## config.mk

```make
export PLATFORM = sky130hd
export DESIGN_NAME = seq_hit_display
export DESIGN_NICKNAME = d
export VERILOG_FILES = /design/src/rtl/seq_disp_pkg.sv /design/src/rtl/bcd_to_seg.sv /design/src/rtl/seq_hit_display.sv
export SDC_FILE = /design/constraint.sdc
export NUM_CORES = 1
export LEC_CHECK = 0
export ABC_AREA = 1
export BUFFER_PORTS_ARGS = -buffer_cell sky130_fd_sc_hd__clkbuf_2
export CORE_UTILIZATION = 65
export CTS_BUF_LIST = sky130_fd_sc_hd__clkbuf_8 sky130_fd_sc_hd__clkbuf_16
export DETAILED_ROUTE_END_ITERATION = 6
export PLACE_DENSITY = 0.84
export SYNTH_ARGS = -nofsm -noshare
export SYNTH_HDL_FRONTEND = slang
export SYNTH_SLANG_ARGS = --single-unit
```

## constraint.sdc

```tcl
create_clock -name clk -period 4.3 [get_ports clk]
set_input_delay 0.43 -clock clk [delete_from_list [all_inputs] [get_ports clk]]
set_output_delay 0.43 -clock clk [all_outputs]
set_load 0.005 [all_outputs]
```

## src/rtl/seq_disp_pkg.sv

```systemverilog
// Shared types, segment constants and small helpers for the hit-count display.
package seq_disp_pkg;

    typedef enum logic [1:0] {
        BLANK,
        SHOW_TENS,
        SHOW_UNITS
    } disp_state_e;

    localparam logic [7:0] SEG_BLANK = 8'h00;
    localparam logic [7:0] SEG_ALL   = 8'hFF;
    localparam logic [7:0] SEG_DP    = 8'h80;
    localparam logic [7:0] SEG_BAD   = 8'h40;

    // Returns {carry, digit}; carry is set when the digit rolls from 9 to 0.
    function automatic logic [4:0] bcd_digit_inc(input logic [3:0] d);
        if (d >= 4'd9) begin
            return {1'b1, 4'd0};
        end
        return {1'b0, d + 4'd1};
    endfunction

    function automatic int unsigned max_u(input int unsigned a, input int unsigned b);
        return (a > b) ? a : b;
    endfunction

endpackage

```

## src/rtl/bcd_to_seg.sv

```systemverilog
// Combinational BCD digit to 7-segment decoder (bit0=a .. bit6=g, active-high).
module bcd_to_seg (
    input  logic [3:0] bcd,
    output logic [6:0] seg
);
    import seq_disp_pkg::*;

    always_comb begin
        seg = SEG_BAD[6:0];
        case (bcd)
            4'd0:    seg = 7'h3F;
            4'd1:    seg = 7'h06;
            4'd2:    seg = 7'h5B;
            4'd3:    seg = 7'h4F;
            4'd4:    seg = 7'h66;
            4'd5:    seg = 7'h6D;
            4'd6:    seg = 7'h7D;
            4'd7:    seg = 7'h07;
            4'd8:    seg = 7'h7F;
            4'd9:    seg = 7'h6F;
            default: seg = SEG_BAD[6:0];
        endcase
    end

endmodule

```

## src/rtl/seq_hit_display.sv

```systemverilog
// Counts rising edges of the detector output in BCD and shows the count on a single
// multiplexed 7-segment digit, flashing all segments briefly on every new hit.
module seq_hit_display #(
    parameter int unsigned DWELL_CYCLES = 5_000_000,
    parameter int unsigned BLANK_CYCLES = 1_250_000,
    parameter int unsigned FLASH_CYCLES = 1_000_000
) (
    input  logic       clk,
    input  logic       rst_n,
    input  logic       ena,
    input  logic       hit,
    input  logic       clr,
    output logic [7:0] seg_out,
    output logic [7:0] count_bcd,
    output logic       ovf
);
    import seq_disp_pkg::*;

    // One phase timer serves both the digit dwell and the blank gap.
    localparam int unsigned PHASE_MAX = max_u(DWELL_CYCLES, BLANK_CYCLES);
    localparam int unsigned DW        = $clog2(PHASE_MAX);
    localparam int unsigned FW        = $clog2(FLASH_CYCLES + 1);

    localparam logic [DW-1:0] DWELL_LAST = DW'(DWELL_CYCLES - 1);
    localparam logic [DW-1:0] BLANK_LAST = DW'(BLANK_CYCLES - 1);
    localparam logic [DW-1:0] DWELL_ONE  = DW'(1);
    localparam logic [FW-1:0] FLASH_LOAD = FW'(FLASH_CYCLES);
    localparam logic [FW-1:0] FLASH_ONE  = FW'(1);

    logic          hit_q;
    logic [3:0]    tens_q;
    logic [3:0]    units_q;
    logic          ovf_q;
    disp_state_e   state_q;
    logic [DW-1:0] dwell_q;
    logic [FW-1:0] flash_q;
    logic [7:0]    seg_q;

    logic          hit_rise;
    logic          flash_on;
    logic [4:0]    units_nxt;
    logic [4:0]    tens_nxt;
    disp_state_e   resume_state;
    logic [3:0]    digit_sel;
    logic [6:0]    digit_seg;
    logic [7:0]    seg_d;

    assign hit_rise  = hit & ~hit_q;
    assign flash_on  = (flash_q != '0);
    assign units_nxt = bcd_digit_inc(units_q);
    assign tens_nxt  = units_nxt[4] ? bcd_digit_inc(tens_q) : {1'b0, tens_q};

    // Leading-zero suppression: skip the tens digit while it is zero.
    assign resume_state = (tens_q != 4'd0) ? SHOW_TENS : SHOW_UNITS;

    assign digit_sel = (state_q == SHOW_TENS) ? tens_q : units_q;

    bcd_to_seg u_bcd_to_seg (
        .bcd (digit_sel),
        .seg (digit_seg)
    );

    always_comb begin
        seg_d = SEG_BLANK;
        if (flash_on) begin
            seg_d = SEG_ALL;
        end else begin
            case (state_q)
                SHOW_TENS:  seg_d = {1'b0, digit_seg} | SEG_DP;
                SHOW_UNITS: seg_d = {1'b0, digit_seg};
                default:    seg_d = SEG_BLANK;
            endcase
        end
    end

    always_ff @(posedge clk or negedge rst_n) begin
        if (!rst_n) begin
            hit_q   <= 1'b0;
            tens_q  <= 4'd0;
            units_q <= 4'd0;
            ovf_q   <= 1'b0;
            state_q <= BLANK;
            dwell_q <= '0;
            flash_q <= '0;
            seg_q   <= SEG_BLANK;
        end else if (ena) begin
            hit_q <= hit;
            seg_q <= seg_d;
            if (clr) begin
                tens_q  <= 4'd0;
                units_q <= 4'd0;
                ovf_q   <= 1'b0;
                flash_q <= '0;
                state_q <= SHOW_UNITS;
                dwell_q <= '0;
            end else if (hit_rise) begin
                units_q <= units_nxt[3:0];
                tens_q  <= tens_nxt[3:0];
                if (tens_nxt[4]) begin
                    ovf_q <= 1'b1;
                end
                flash_q <= FLASH_LOAD;
            end else if (flash_on) begin
                flash_q <= flash_q - FLASH_ONE;
                // Last flash cycle: restart the digit sequence with a fresh dwell.
                if (flash_q == FLASH_ONE) begin
                    state_q <= resume_state;
                    dwell_q <= '0;
                end
            end else begin
                case (state_q)
                    SHOW_TENS: begin
                        if (dwell_q == DWELL_LAST) begin
                            state_q <= SHOW_UNITS;
                            dwell_q <= '0;
                        end else begin
                            dwell_q <= dwell_q + DWELL_ONE;
                        end
                    end
                    SHOW_UNITS: begin
                        if (dwell_q == DWELL_LAST) begin
                            state_q <= BLANK;
                            dwell_q <= '0;
                        end else begin
                            dwell_q <= dwell_q + DWELL_ONE;
                        end
                    end
                    BLANK: begin
                        if (dwell_q == BLANK_LAST) begin
                            state_q <= resume_state;
                            dwell_q <= '0;
                        end else begin
                            dwell_q <= dwell_q + DWELL_ONE;
                        end
                    end
                    default: begin
                        state_q <= BLANK;
                        dwell_q <= '0;
                    end
                endcase
            end
        end
    end

    assign seg_out   = seg_q;
    assign count_bcd = {tens_q, units_q};
    assign ovf       = ovf_q;

endmodule

```

## Word-level counts from Yosys, hierarchy flattened

Memory sizes are Yosys's and may differ from the RTL's.
Cells that the tools add are included.

- Flip-flop bits (word level): 63
- Word-level logic and storage cells: 77
- Output and inout port bits: 17
- Memory bits (read-only): 112
- Memories kept: 1

Memories:

| name | depth | width | read ports | clocked after memory_dff | write ports | RTL line | source |
|---|---|---|---|---|---|---|---|
| (no name shown) | 16 | 7 | 1 | 0 | 0 | bcd_to_seg.sv:10 | `case (bcd)` |

- $lt $le $gt $ge: 2
- Bitwise operators: 2
- Equality and inequality tests: 10
- Reduce and logical (&&, ||, !) cells: 14
- Multiplexer cells: 36
- Add/sub/neg operators: 4

Operators by type and width:

| kind | count |
|---|---|
| 23-bit 2-to-1 mux | 6 |
| 20-bit 2-to-1 mux | 3 |
| 23-bit case mux with 2 select lines | 1 |
| 5-bit 2-to-1 mux | 5 |
| 23-bit by 1-bit adder with 23-bit output, second input constant | 1 |
| 23-bit by 21-bit == test with 1-bit output, second input constant | 1 |
| 23-bit == test, second input constant | 1 |
| 20-bit by 1-bit == test with 1-bit output, second input constant | 1 |
| 4-bit 2-to-1 mux | 5 |
| 20-bit nonzero test | 1 |
| 20-bit by 1-bit subtractor with 20-bit output, second input constant | 1 |
| 2-bit 2-to-1 mux | 8 |
| 8-bit case mux with 2 select lines | 1 |
| 3-bit AND reduction | 3 |
| 4-bit by 1-bit adder with 4-bit output, second input constant | 2 |
| 4-bit greater-or-equal comparator, second input constant | 2 |
| 8-bit 2-to-1 mux | 1 |
| 4-bit inequality test, second input constant | 2 |
| 2-bit case mux with 3 select lines | 1 |
| 6-bit AND reduction | 1 |
| 2-bit nonzero test | 3 |
| 1-bit 2-to-1 mux | 5 |
| 4-bit by 3-bit inequality test with 1-bit output, second input constant | 1 |
| 2-bit AND reduction | 2 |
| other kinds (10) | 10 |

## Longest topological paths before layout

Gate-level depths: netlist of the first run.

- Depth after elaboration: 7
- Depth in mapped cells: 14
- Mapped depth without buffers: 13

## By module

From an unflattened synthesis of the first run, not the netlist that was laid out.

- Cells, all modules: 621
- Area, all modules: 4,345.4 µm²

By module, submodules not included:

| module | instances | cells each | seq. area each (µm²) | area an instance (µm²) |
|---|---|---|---|---|
| seq_hit_display | 1 | 585 | 1,576.5 | 4,152.7 |
| bcd_to_seg | 1 | 36 | 0.0 | 192.7 |

## Worst setup path before layout of the first run

No wires, ideal clock.

- Kind: reg2reg
- From: reg state_q[1]
- To: reg seg_q[5] (netlist: seg_out[5])
- Arrival: 1.815 ns
- Library setup time: 0.083 ns
- Path buffers: 1
- Required time: 4.217 ns
- Stages on the path, launching flop included: 10
- Setup slack: 2.402 ns
- Path through: dfrtp_1 inv_1 ha_1 buf_2 o21ai_0 inv_1 ha_1 o21ai_0 a21oi_1 o21ai_0

- Word-level cells in the longest chain between the ends: 5
- Elaborated cells on any way between the ends: 6

RTL lines:

| element | RTL line | source |
|---|---|---|
| start, declared | seq_hit_display.sv:34 | `disp_state_e state_q;` |
| start signal, assigned | seq_hit_display.sv:107 | `state_q <= resume_state;` |
| start signal, assigned | seq_hit_display.sv:130 | `state_q <= resume_state;` |
| 2-bit by 1-bit == test with 1-bit output | seq_hit_display.sv:56, seq_hit_display.sv:68 |  |
| 4-bit 2-to-1 mux | seq_hit_display.sv:56 | `assign digit_sel = (state_q == SHOW_TENS) ? tens_q : units_q;` |
| memory 16 x 7 bit | - |  |
| 8-bit case mux with 2 select lines * | seq_hit_display.sv:68 | `case (state_q)` |
| 8-bit 2-to-1 mux * | seq_hit_display.sv:65 | `if (flash_on) begin` |
| end signal, assigned | seq_hit_display.sv:88 | `seg_q <= seg_d;` |
| end, declared | seq_hit_display.sv:37 | `logic [7:0] seg_q;` |

Every way passes the cells marked *; elsewhere a longest branch is shown, timed or not.
A chain may end at the register's enable or synchronous reset.

## Worst setup path in the final report of the first run

- From: reg state_q[1]
- To: reg seg_q[4] (netlist: seg_out[4])

Same word-level chain as after synthesis.

==> results of run 1 <==
-- cell type report --
| class | instances | share of cell area |
|---|---|---|
| Clock buffer | 9 | 0.0278 |
| Clock inverter | 7 | 0.00757 |
| Inverter | 74 | 0.0628 |
| Multi-Input combinational cell | 457 | 0.502 |
| Sequential cell | 63 | 0.353 |
| Tap cell | 75 | 0.0210 |
| Timing Repair Buffer | 22 | 0.0252 |
-- worst max-delay path by stage --
stage / from / end / slack, ns
3_3_place_gp: state_q[1] / seg_out[4] / 2.33
4_1_cts: state_q[1] / seg_out[4] / 2.18
5_1_grt: state_q[1] / seg_out[4] / 1.93
3_5_place_dp: state_q[1] / seg_out[5] / 2.13
2_1_floorplan: state_q[1] / seg_out[5] / 2.40
6_report: state_q[1] / seg_out[4] / 2.13
-- sequential cells by signal, indices dropped and copies added, names as in the netlist --
name,cells
ovf,1
seg_out,8
flash_q,20
hit_q,1
state_q,2
units_q,4
dwell_q,23
tens_q,4
-- synthesized netlist by cell type, types with 3 or more instances --
cell type | number | area [µm²]
nand2_1 | 179 | 672
nor2_1 | 101 | 379
inv_1 | 68 | 255
dfrtp_1 | 63 | 1580
nand3_1 | 40 | 200
o21ai_0 | 30 | 150
a21oi_1 | 25 | 125
ha_1 | 19 | 238
xor2_1 | 15 | 131
nand4_1 | 10 | 62.6
nor3_1 | 8 | 40.0
inv_2 | 4 | 15.0
nand2_4 | 4 | 45.0
nor2_4 | 4 | 45.0
o22ai_1 | 4 | 25.0
buf_2 | 3 | 15.0
buf_4 | 3 | 22.5
nand2_2 | 3 | 18.8
nor2_2 | 3 | 18.8
-- cell families (layout without fill, tap and decap cells) --
logic type	count (synthesis)	in the layout	share of synthesized area
and+or+nand+nor	359	359	0.370
xor gates and xnor gates	15	15	0.0316
buffers and inverters	82	112	0.0819
DFF	63	63	0.379
AOI/OAI and AO/OA	64	64	0.0801
adders and majority gates	19	19	0.0572
-- per-layer routing --
| layer | routed length [µm] | vias up | track usage |
|---|---|---|---|
| met5 | 0 | - | 0 |
| met4 | 102 | 0 | 0.0860 |
| met3 | 560 | 12 | 0.0578 |
| met2 | 4340 | 121 | 0.510 |
| met1 | 4240 | 1764 | 0.394 |
| li1 | - | 1949 | - |
-- where the power goes --
part	switching, mW	leakage [nW]	internal, mW	total (mW)
registers	0.107	0.831	0.688	0.795
clock network	0.232	0.0926	0.200	0.431
logic	0.541	1.36	0.277	0.818
-- worst register-to-register path, stage by stage, from the launching register on --
cell and delay (ns):
dfrtp_1 0.39, inv_1 0.08, ha_1 0.30, o21ai_0 0.44
inv_1 0.18, ha_1 0.25, nand2_1 0.07, o21ai_0 0.10
o21ai_0 0.16, nand3_1 0.08
==> results.tsv, run 1 <==
metric	value	unit
depth of the most critical reg-to-reg path	9	
syn avg cell area	6.90	µm²
number of diodes added for antenna fixing	0	
detail-routed net length per standard cell	13.1	µm
number of cells after detailed placement	691	
kind of start point of the critical path	register	
Reg clk slew, reported paths	0.07	ns
final core utilization	0.736	
pin slew with the least headroom to its limit	0.593	ns
Multi-input gate area	2240	µm²
number of buffers inserted by post-CTS setup repair	0	
number of DRC violations after detailed-routing iteration 0	260	
Critical Path Slowest Stage Cell	o21ai_0	
fin nets	651	
shortest period the worst path allows	2.17	ns
total of warnings raised by yosys	0	
worst slack after detailed placement	2.13	ns
via count of the first global-routing pass	3589	
family with the most delay on the worst path	compound AO/OA/AOI/OAI gates	
insertion delay of the later-clocked pin in the worst-skew pair	0.34	ns
top library cells by usage in the layout, fill and taps aside	nand2_1, nor2_1, inv_1	
Detailed Place HPWL	6.81	mm
cell occurring most often along the worst timing path	o21ai_0	
cell count after synthesis	602	
Fmax achieved	460	MHz
post-synthesis async set-or-reset flop share	1.00	
count of maximum capacitance violations	0	
critical path class	register to register	
global-route wire length before repair	15.5	mm
worst hold-check path type	input pin to asynchronous set/reset pin	
Critical R2R Capture	seg_out[4]	
hold_ws	0.00699	ns
Total Power Consumption	2.04	mW
CTS tree	built	
cell area after technology mapping	4160	µm²
area growth from synthesis to final layout	7.31	%
maximum number of buffers from clock root to sink	2	
cells traversed along the worst timing path	inv_1, ha_1, o21ai_0, inv_1, ha_1, nand2_1, o21ai_0, o21ai_0, nand3_1	
number of buffer and inverter stages on the critical path	2	
CP max stage delay	0.44	ns
Cell Area, Placed	4300	µm²
share of the yosys chip area belonging to registers	0.379	
net count after synthesis	626	
total global routing overflow	0	
total power density per cell area	458	nW/µm²
Initial Utilization	0.686	
GRT Total Usage	0.303	
initial antenna violation count	0	
synth unique cells	31	
unrepaired setup endpoints after global routing	false	
DRC errors left	0	
reg-to-reg startpoint	state_q[1]	
width of the die	82.0	µm
number of standard-cell rows in the floorplan	28	
result of the run	finished, final reports clean	
number of synthesized flops with an enable pin	0	
Levels on crit path	9	
Tcrit/Tclk final	0.506	
clock net sink count	63	
hold bufs inserted after CTS	0	
Primary FF master, synth	dfrtp_1	
Crit path arrival time	2.39	ns
total I/O pin count	22	
headroom to the max-slew limit	0.605	
Root Buffer Master	clkbuf_8	
via/cell ratio	5.44	
final setup fails	0	
total number of H-tree levels	3	
data required time of the worst path	4.51	ns
post-detailed-routing wire length	9.25	mm
Layout Cells excl Fill	707	
fillcell total	506	
Core Area	6060	µm²
total negative slack	0	ns
number of clock buffers inserted by TritonCTS	9	
most common cell after layout, fill and taps aside	nand2_1	
share of final-layout standard cells stronger than drive strength 1	0.0902	
Worst Slack Setup Final	2.13	ns
Lkg Pwr	2.28	nW
sequential cell area in the final layout	1580	µm²
maximum number of pins on one net before global-route repair	48	
register bit count reported by yosys	63	
Worst setup EP type	register	
Final Instance Area	4460	µm²
count of endpoints failing hold in the final timing report	0	
Post-Route Skew	0.00922	ns
reg-to-reg slack, setup	2.13	ns
number of input and output port buffers inserted	21	
Chip Height	82.0	µm
RePlAce Congestion	0.977	
highest fanout seen on the critical path	10	
DRT antenna net count	0	
IR drop worst, VDD	0.000386	V
number of pins with negative max-slew slack in the final report	0	
area of the die	6720	µm²
total via count in the routed design	3846	
number of instances resized during post-cts repair	0	
number of search-and-repair iterations in the first detailed-routing pass	5	
No activity file was read; power rests on OpenSTA's default activity.
==> run 2, diff against run 1 <==
--- a/config.mk
+++ b/config.mk
@@ -5,12 +5,12 @@
 export SDC_FILE = /design/constraint.sdc
 export NUM_CORES = 1
 export LEC_CHECK = 0
-export ABC_AREA = 1
+export ABC_AREA = 0
 export BUFFER_PORTS_ARGS = -buffer_cell sky130_fd_sc_hd__clkbuf_2
-export CORE_UTILIZATION = 65
+export CORE_UTILIZATION = 61
 export CTS_BUF_LIST = sky130_fd_sc_hd__clkbuf_8 sky130_fd_sc_hd__clkbuf_16
 export DETAILED_ROUTE_END_ITERATION = 6
-export PLACE_DENSITY = 0.84
+export PLACE_DENSITY = 0.8
 export SYNTH_ARGS = -nofsm -noshare
 export SYNTH_HDL_FRONTEND = slang
 export SYNTH_SLANG_ARGS = --single-unit
==> constraint.sdc (replaced) <==
create_clock -name clk -period 2.05 [get_ports clk]
set_input_delay 0.205 -clock clk [delete_from_list [all_inputs] [get_ports clk]]
set_output_delay 0.205 -clock clk [all_outputs]
set_load 0.005 [all_outputs]
==> results.tsv, run 2 <==
metric	value	unit	change
result of the run	complete, but fails checks		
violations in the final reports	setup timing		
fin nets	581		-11%
kind of start point of the critical path	register		
RePlAce Congestion	0.912		-6.6%
initial antenna violation count	0		unchanged
data required time of the worst path	2.33	ns	-2.18 ns
maximum number of pins on one net before global-route repair	64		+33%
number of pins with negative max-slew slack in the final report	0		unchanged
register with the most flip-flops	dwell_q		
unrepaired setup endpoints after global routing	true		
DRC errors left	0		unchanged
Lkg Pwr	2.43	nW	+6.4%
total global routing overflow	0		unchanged
most common cell after layout, fill and taps aside	buf_4		
total of warnings raised by yosys	0		unchanged
most area-consuming cells after synthesis	dfrtp_1, ha_1, nor2_1, nand2_1, o21ai_0		
headroom to the max-slew limit	0.717		+0.112
total I/O pin count	22		unchanged
width of the die	82.8	µm	+1.0%
clock net sink count	63		unchanged
number of standard-cell rows in the floorplan	29		+3.6%
highest fanout seen on the critical path	6		-4
top library cells by usage in the layout, fill and taps aside	buf_4, dfrtp_1, nor2_1		
via count of the first global-routing pass	4193		+17%
cell area after technology mapping	3990	µm²	-4.1%
global-route wire length before repair	20.2	mm	+30%
final setup fails	48		+48
Worst setup EP type	register		
number of DRC violations after detailed-routing iteration 0	583		+120%
most numerous cell in the Yosys netlist	dfrtp_1		
number of search-and-repair iterations in the first detailed-routing pass	5		unchanged
Total Power Consumption	5.58	mW	+170%
Detailed Place HPWL	7.45	mm	+9.3%
insertion delay of the later-clocked pin in the worst-skew pair	0.35	ns	about the same
net count after synthesis	472		-25%
synth unique cells	64		+110%
Tcrit/Tclk final	1.14		+0.631
Post-Route Skew	0.0109	ns	+0.00164 ns
shortest period the worst path allows	2.33	ns	+0.156 ns
syn avg cell area	8.90	µm²	+29%
total via count in the routed design	4725		+23%
Chip Height	82.8	µm	+1.0%
number of clock buffers inserted by TritonCTS	9		unchanged
Primary FF master, synth	dfrtp_1		
cell count after synthesis	448		-26%
pin slew with the least headroom to its limit	0.422	ns	-0.171 ns
number of flip-flops under the largest register name	23		unchanged
Initial Utilization	0.631		-0.0546
area of the die	6860	µm²	+2.1%
total power density per cell area	992	nW/µm²	+120%
register bit count reported by yosys	63		unchanged
Yosys top cell by area	dfrtp_1		
worst slack after detailed placement	-0.286	ns	-2.42 ns
Worst Slack Setup Final	-0.281	ns	-2.41 ns
Root Buffer Master	clkbuf_8		
maximum number of buffers from clock root to sink	2		unchanged
CTS tree	built		
Crit path arrival time	2.61	ns	+0.22 ns
IR drop worst, VDD	0.000968	V	+150%
total number of H-tree levels	3		unchanged
via/cell ratio	7.39		+36%
post-synthesis async set-or-reset flop share	1.00		unchanged
area growth from synthesis to final layout	41.2	%	
detail-routed net length per standard cell	24.4	µm	+87%
Reg clk slew, reported paths	0.08	ns	about the same
share of final-layout standard cells stronger than drive strength 1	0.377		+0.287
share of the yosys chip area belonging to registers	0.396		+0.0163
number of diodes added for antenna fixing	0		unchanged
count of endpoints failing hold in the final timing report	0		unchanged
number of synthesized flops with an enable pin	0		unchanged
GRT Total Usage	0.368		+0.0655
Core Area	6310	µm²	+4.2%
post-detailed-routing wire length	15.6	mm	+69%
share of Yosys cell area claimed by the top area cell type	0.396		+0.0163
number of input and output port buffers inserted	21		unchanged
worst hold-check path type	input pin to register		
list of most frequent post-synthesis cells	dfrtp_1, nor2_1, nand2_1		
count of maximum capacitance violations	0		unchanged
DRT antenna net count	0		unchanged
Fmax achieved	429	MHz	-6.7%
critical path class	register to register		
run 2: cell count changes after synthesis, moves of 12 or more:
cell      before  now
a22oi_1        0   12
and3_1         1   16
clkbuf_1       0   12
inv_1         68   15
nand2_1      179   37
nand3_1       40   23
nor2_1       101   47
o31ai_1        0   14
run 2: report_power, final:
group	total [mW]	switching (mW)	leakage, nW	internal [mW]
Combinational	2.83	1.54	1.51	1.29
Clock	1.17	0.543	0.105	0.626
Sequential	1.58	0.172	0.811	1.41
run 2: worst paths after layout:
| check | from | to | slack (ns) | cells after the start |
|---|---|---|---|---|
| hold reg to reg | seg_out[2] | seg_out[2] | 0.54 | 2 |
| min in group asynchronous | rst_n | dwell_q[14] | 0.42 | 3 |
| hold / removal | hit | hit_q | 0.13 | 2 |
| setup reg to reg | state_q[1] | seg_out[3] | -0.28 | 8 |
| max in group asynchronous | rst_n | dwell_q[12] | 1.34 | 3 |
| setup / recovery | state_q[1] | seg_out[3] | -0.28 | 8 |
run 2: final cells by class:
class | count | area, µm²
Timing Repair Buffer | 115 | 975
Inverter | 15 | 56.3
Fill cell | 243 | 686
Sequential cell | 63 | 1580
Multi-Input combinational cell | 353 | 2720
Tap cell | 77 | 96.3
Clock inverter | 5 | 56.3
Clock buffer | 11 | 151
run 2: through the flow:
step	util	area, µm²	setup TNS [ns]	hold slack [ns]	std cells
2_1_floorplan	-	4030	-2.52	-0.0906	448
3_3_place_gp	0.751	4740	-5.26	0.250	603
3_5_place_dp	0.751	4740	-7.90	0.250	603
4_1_cts	0.833	5260	-2.09	0.125	628
5_1_grt	0.891	5630	-9.78	0.132	639
6_report	0.891	5630	-5.96	0.128	639
run 2: routing by layer:
layer / track usage / vias to the layer above / share of wire
met4: 0.235 / 0 / 0.080
met1: 0.448 / 2168 / 0.34
met5: 0 / - / 0
met2: 0.615 / 501 / 0.46
li1: - / 1898 / -
met3: 0.0507 / 158 / 0.12
run 2: logic make-up after synthesis:
logic type | after synthesis | share of synthesized area
adders and majority gates | 19 | 0.0597
xor gates and xnor gates | 9 | 0.0198
and+or+nand+nor | 201 | 0.272
buffers and inverters | 32 | 0.0339
AOI/OAI and AO/OA | 114 | 0.193
muxes | 10 | 0.0264
DFF | 63 | 0.396
run 2: what timing repair did:
action / 4_1_cts / 5_1_grt
cloned: 4 / 1
endpoints found under the setup margin: 50 / 52
endpoints found under the hold margin: 63 / 0
buffers inserted: 5 / 10
hold buffers: 1 / 0
pin swaps: 16 / 19
gates resized for setup: 49 / 59
run 2: worst max-delay path: stages (launching register included):
cell	delay (ns)
dfrtp_1	0.45
inv_1	0.17
ha_4	0.25
mux2i_4	0.29
inv_1	0.10
ha_1	0.32
mux2i_1	0.29
o21ai_0	0.20
a21oi_1	0.18
==> run 3, diff against run 2 <==
--- a/config.mk
+++ b/config.mk
@@ -8,9 +8,10 @@
 export ABC_AREA = 0
 export BUFFER_PORTS_ARGS = -buffer_cell sky130_fd_sc_hd__clkbuf_2
 export CORE_UTILIZATION = 61
-export CTS_BUF_LIST = sky130_fd_sc_hd__clkbuf_8 sky130_fd_sc_hd__clkbuf_16
 export DETAILED_ROUTE_END_ITERATION = 6
 export PLACE_DENSITY = 0.8
+export REMOVE_ABC_BUFFERS = 1
 export SYNTH_ARGS = -nofsm -noshare
 export SYNTH_HDL_FRONTEND = slang
 export SYNTH_SLANG_ARGS = --single-unit
+export TNS_END_PERCENT = 30
==> results.tsv, run 3 (same netlist as run 2, synthesis figures left out) <==
metric	value	unit	change
number of clock buffers inserted by TritonCTS	9		unchanged
reg-to-reg slack, setup	-0.29	ns	about the same
count of maximum capacitance violations	0		unchanged
Chip Height	82.8	µm	unchanged
Post-Route Skew	0.00707	ns	-0.00378 ns
number of DRC violations after detailed-routing iteration 0	705		+21%
total global routing overflow	0		unchanged
Detailed Place HPWL	7.56	mm	+1.5%
final setup fails	37		-23%
DRT antenna net count	0		unchanged
maximum number of pins on one net before global-route repair	37		-42%
hold path depth	2		unchanged
worst hold endpoint	hit_q		
Total Power Consumption	5.07	mW	-9.1%
number of diodes added for antenna fixing	0		unchanged
number of input and output port buffers inserted	21		unchanged
total number of H-tree levels	3		unchanged
critical path class	register to register		
Root Buffer Master	clkbuf_8		
width of the die	82.8	µm	unchanged
DRC errors left	0		unchanged
Multi-input gate area	2650	µm²	-2.4%
Worst setup EP type	register		
hold_ws	0.122	ns	-0.00554 ns
pin slew with the least headroom to its limit	0.595	ns	+0.173 ns
number of flip-flops under the largest register name	23		unchanged
via/cell ratio	7.35		-0.63%
clock net sink count	63		unchanged
number of standard-cell rows in the floorplan	29		unchanged
Fmax achieved	427	MHz	-0.53%
most common cell after layout, fill and taps aside	buf_4		
Tcrit/Tclk final	1.14		+0.00603
fillcell total	247		+1.6%
shortest period the worst path allows	2.34	ns	+0.0124 ns
RePlAce Congestion	0.920		+0.92%
number of pins with negative max-slew slack in the final report	0		unchanged
violations in the final reports	setup timing		
origin of the worst min-delay path	hit		
initial antenna violation count	0		unchanged
maximum number of buffers from clock root to sink	2		unchanged
highest fanout seen on the critical path	2		-4
final core utilization	0.885		-0.00654
number of search-and-repair iterations in the first detailed-routing pass	7		+2
total via count in the routed design	4732		+0.15%
insertion delay of the later-clocked pin in the worst-skew pair	0.35	ns	about the same
via count of the first global-routing pass	4227		+0.81%
global-route wire length before repair	20.2	mm	+0.17%
area of the die	6860	µm²	unchanged
Reg clk slew, reported paths	0.07	ns	about the same
depth of the most critical reg-to-reg path	8		unchanged
GRT Total Usage	0.369		+0.000625
fin nets	586		+0.86%
kind of start point of the critical path	register		
register with the most flip-flops	dwell_q		
detail-routed net length per standard cell	24.1	µm	-1.4%
Crit path arrival time	2.57	ns	-0.04 ns
worst hold-check path type	input pin to register		
IR drop worst, VDD	0.00103	V	+6.6%
Core Area	6310	µm²	unchanged
sequential cell area in the final layout	1580	µm²	about the same
total power density per cell area	908	nW/µm²	-8.5%
Lkg Pwr	2.45	nW	+0.78%
number of cells after detailed placement	609		+1.0%
unrepaired setup endpoints after global routing	true		
reg-to-reg startpoint	dwell_q[20]		
data required time of the worst path	2.27	ns	-0.06 ns
area growth from synthesis to final layout	40.2	%	
result of the run	complete, but fails checks		
Worst Slack Setup Final	-0.293	ns	-0.0124 ns
total I/O pin count	22		unchanged
Critical R2R Capture	state_q[0]		
headroom to the max-slew limit	0.602		-0.114
count of endpoints failing hold in the final timing report	0		unchanged
CTS tree	built		
Initial Utilization	0.631		unchanged
Layout Cells excl Fill	644		+0.78%
post-detailed-routing wire length	15.5	mm	-0.64%
top library cells by usage in the layout, fill and taps aside	buf_4, dfrtp_1, nor2_1		
share of final-layout standard cells stronger than drive strength 1	0.354		-0.0227
run 3: cell types whose count changed in the layout (fill, tap and decap cells not counted), sizes merged:
cell,before,now
buf,92,97
clkbuf,33,31
bufbuf,0,1
clkinvlp,1,2
run 3: cell type report:
type,count,share of cell area
Clock inverter,6,0.0108
Clock buffer,10,0.0246
Inverter,15,0.0101
Multi-Input combinational cell,353,0.475
Timing Repair Buffer,120,0.181
Tap cell,77,0.0172
Sequential cell,63,0.282
run 3: worst max path at each step:
stage / startpoint / end / slack (ns) / depth (start not counted)
2_1_floorplan: flash_q[11] / dwell_q[13] / -0.55 / 5
3_3_place_gp: dwell_q[20] / dwell_q[15] / -0.17 / 7
3_5_place_dp: dwell_q[20] / dwell_q[2] / -0.24 / 7
4_1_cts: dwell_q[14] / dwell_q[12] / -0.10 / 6
5_1_grt: flash_q[11] / flash_q[5] / -0.39 / 8
6_report: dwell_q[20] / state_q[0] / -0.29 / 8
run 3: repair_timing:
action / 4_1_cts / 5_1_grt
hold buffers: 1 / 0
endpoints found under the setup margin: 40 / 46
resized for setup: 40 / 42
endpoints found under the hold margin: 17 / 0
setup buffers: 5 / 10
cloned: 2 / 1
pin swaps: 10 / 13
run 3: routing by layer:
layer  part of all wire  vias to the layer above  global-route usage  routed length [µm]
li1                   -                     1901                   -                   -
met1               0.34                     2171               0.460                5200
met2               0.47                      493               0.607                7330
met3               0.12                      167              0.0765                1790
met4              0.077                        0               0.191                1190
met5                  0                        -                   0                   0
run 3: where the power goes:
part | leakage [nW] | switching [mW] | total, mW | internal (mW)
Sequential | 0.812 | 0.150 | 1.56 | 1.41
Clock | 0.0981 | 0.533 | 1.12 | 0.588
Combinational | 1.54 | 1.33 | 2.39 | 1.06
Total | 2.45 | 2.01 | 5.07 | 3.06
run 3: critical path, stage by stage, from the launching register on:
cell	delay, ns
dfrtp_1	0.40
or4b_4	0.56
nor4_4	0.26
nand4_1	0.21
buf_4	0.20
buf_4	0.13
a21oi_2	0.16
o31a_1	0.20
o22ai_1	0.10
run 3: metrics by stage:
stage                     area [µm²]  TNS (ns)  setup WS (ns)
final                           5590     -7.49         -0.293
after detailed placement        4780     -5.70         -0.244
after global placement          4780     -3.15         -0.170
after CTS                       5260     -2.26         -0.105
after global routing            5590    -10.30         -0.387
after floorplan                 3910     -10.0         -0.552
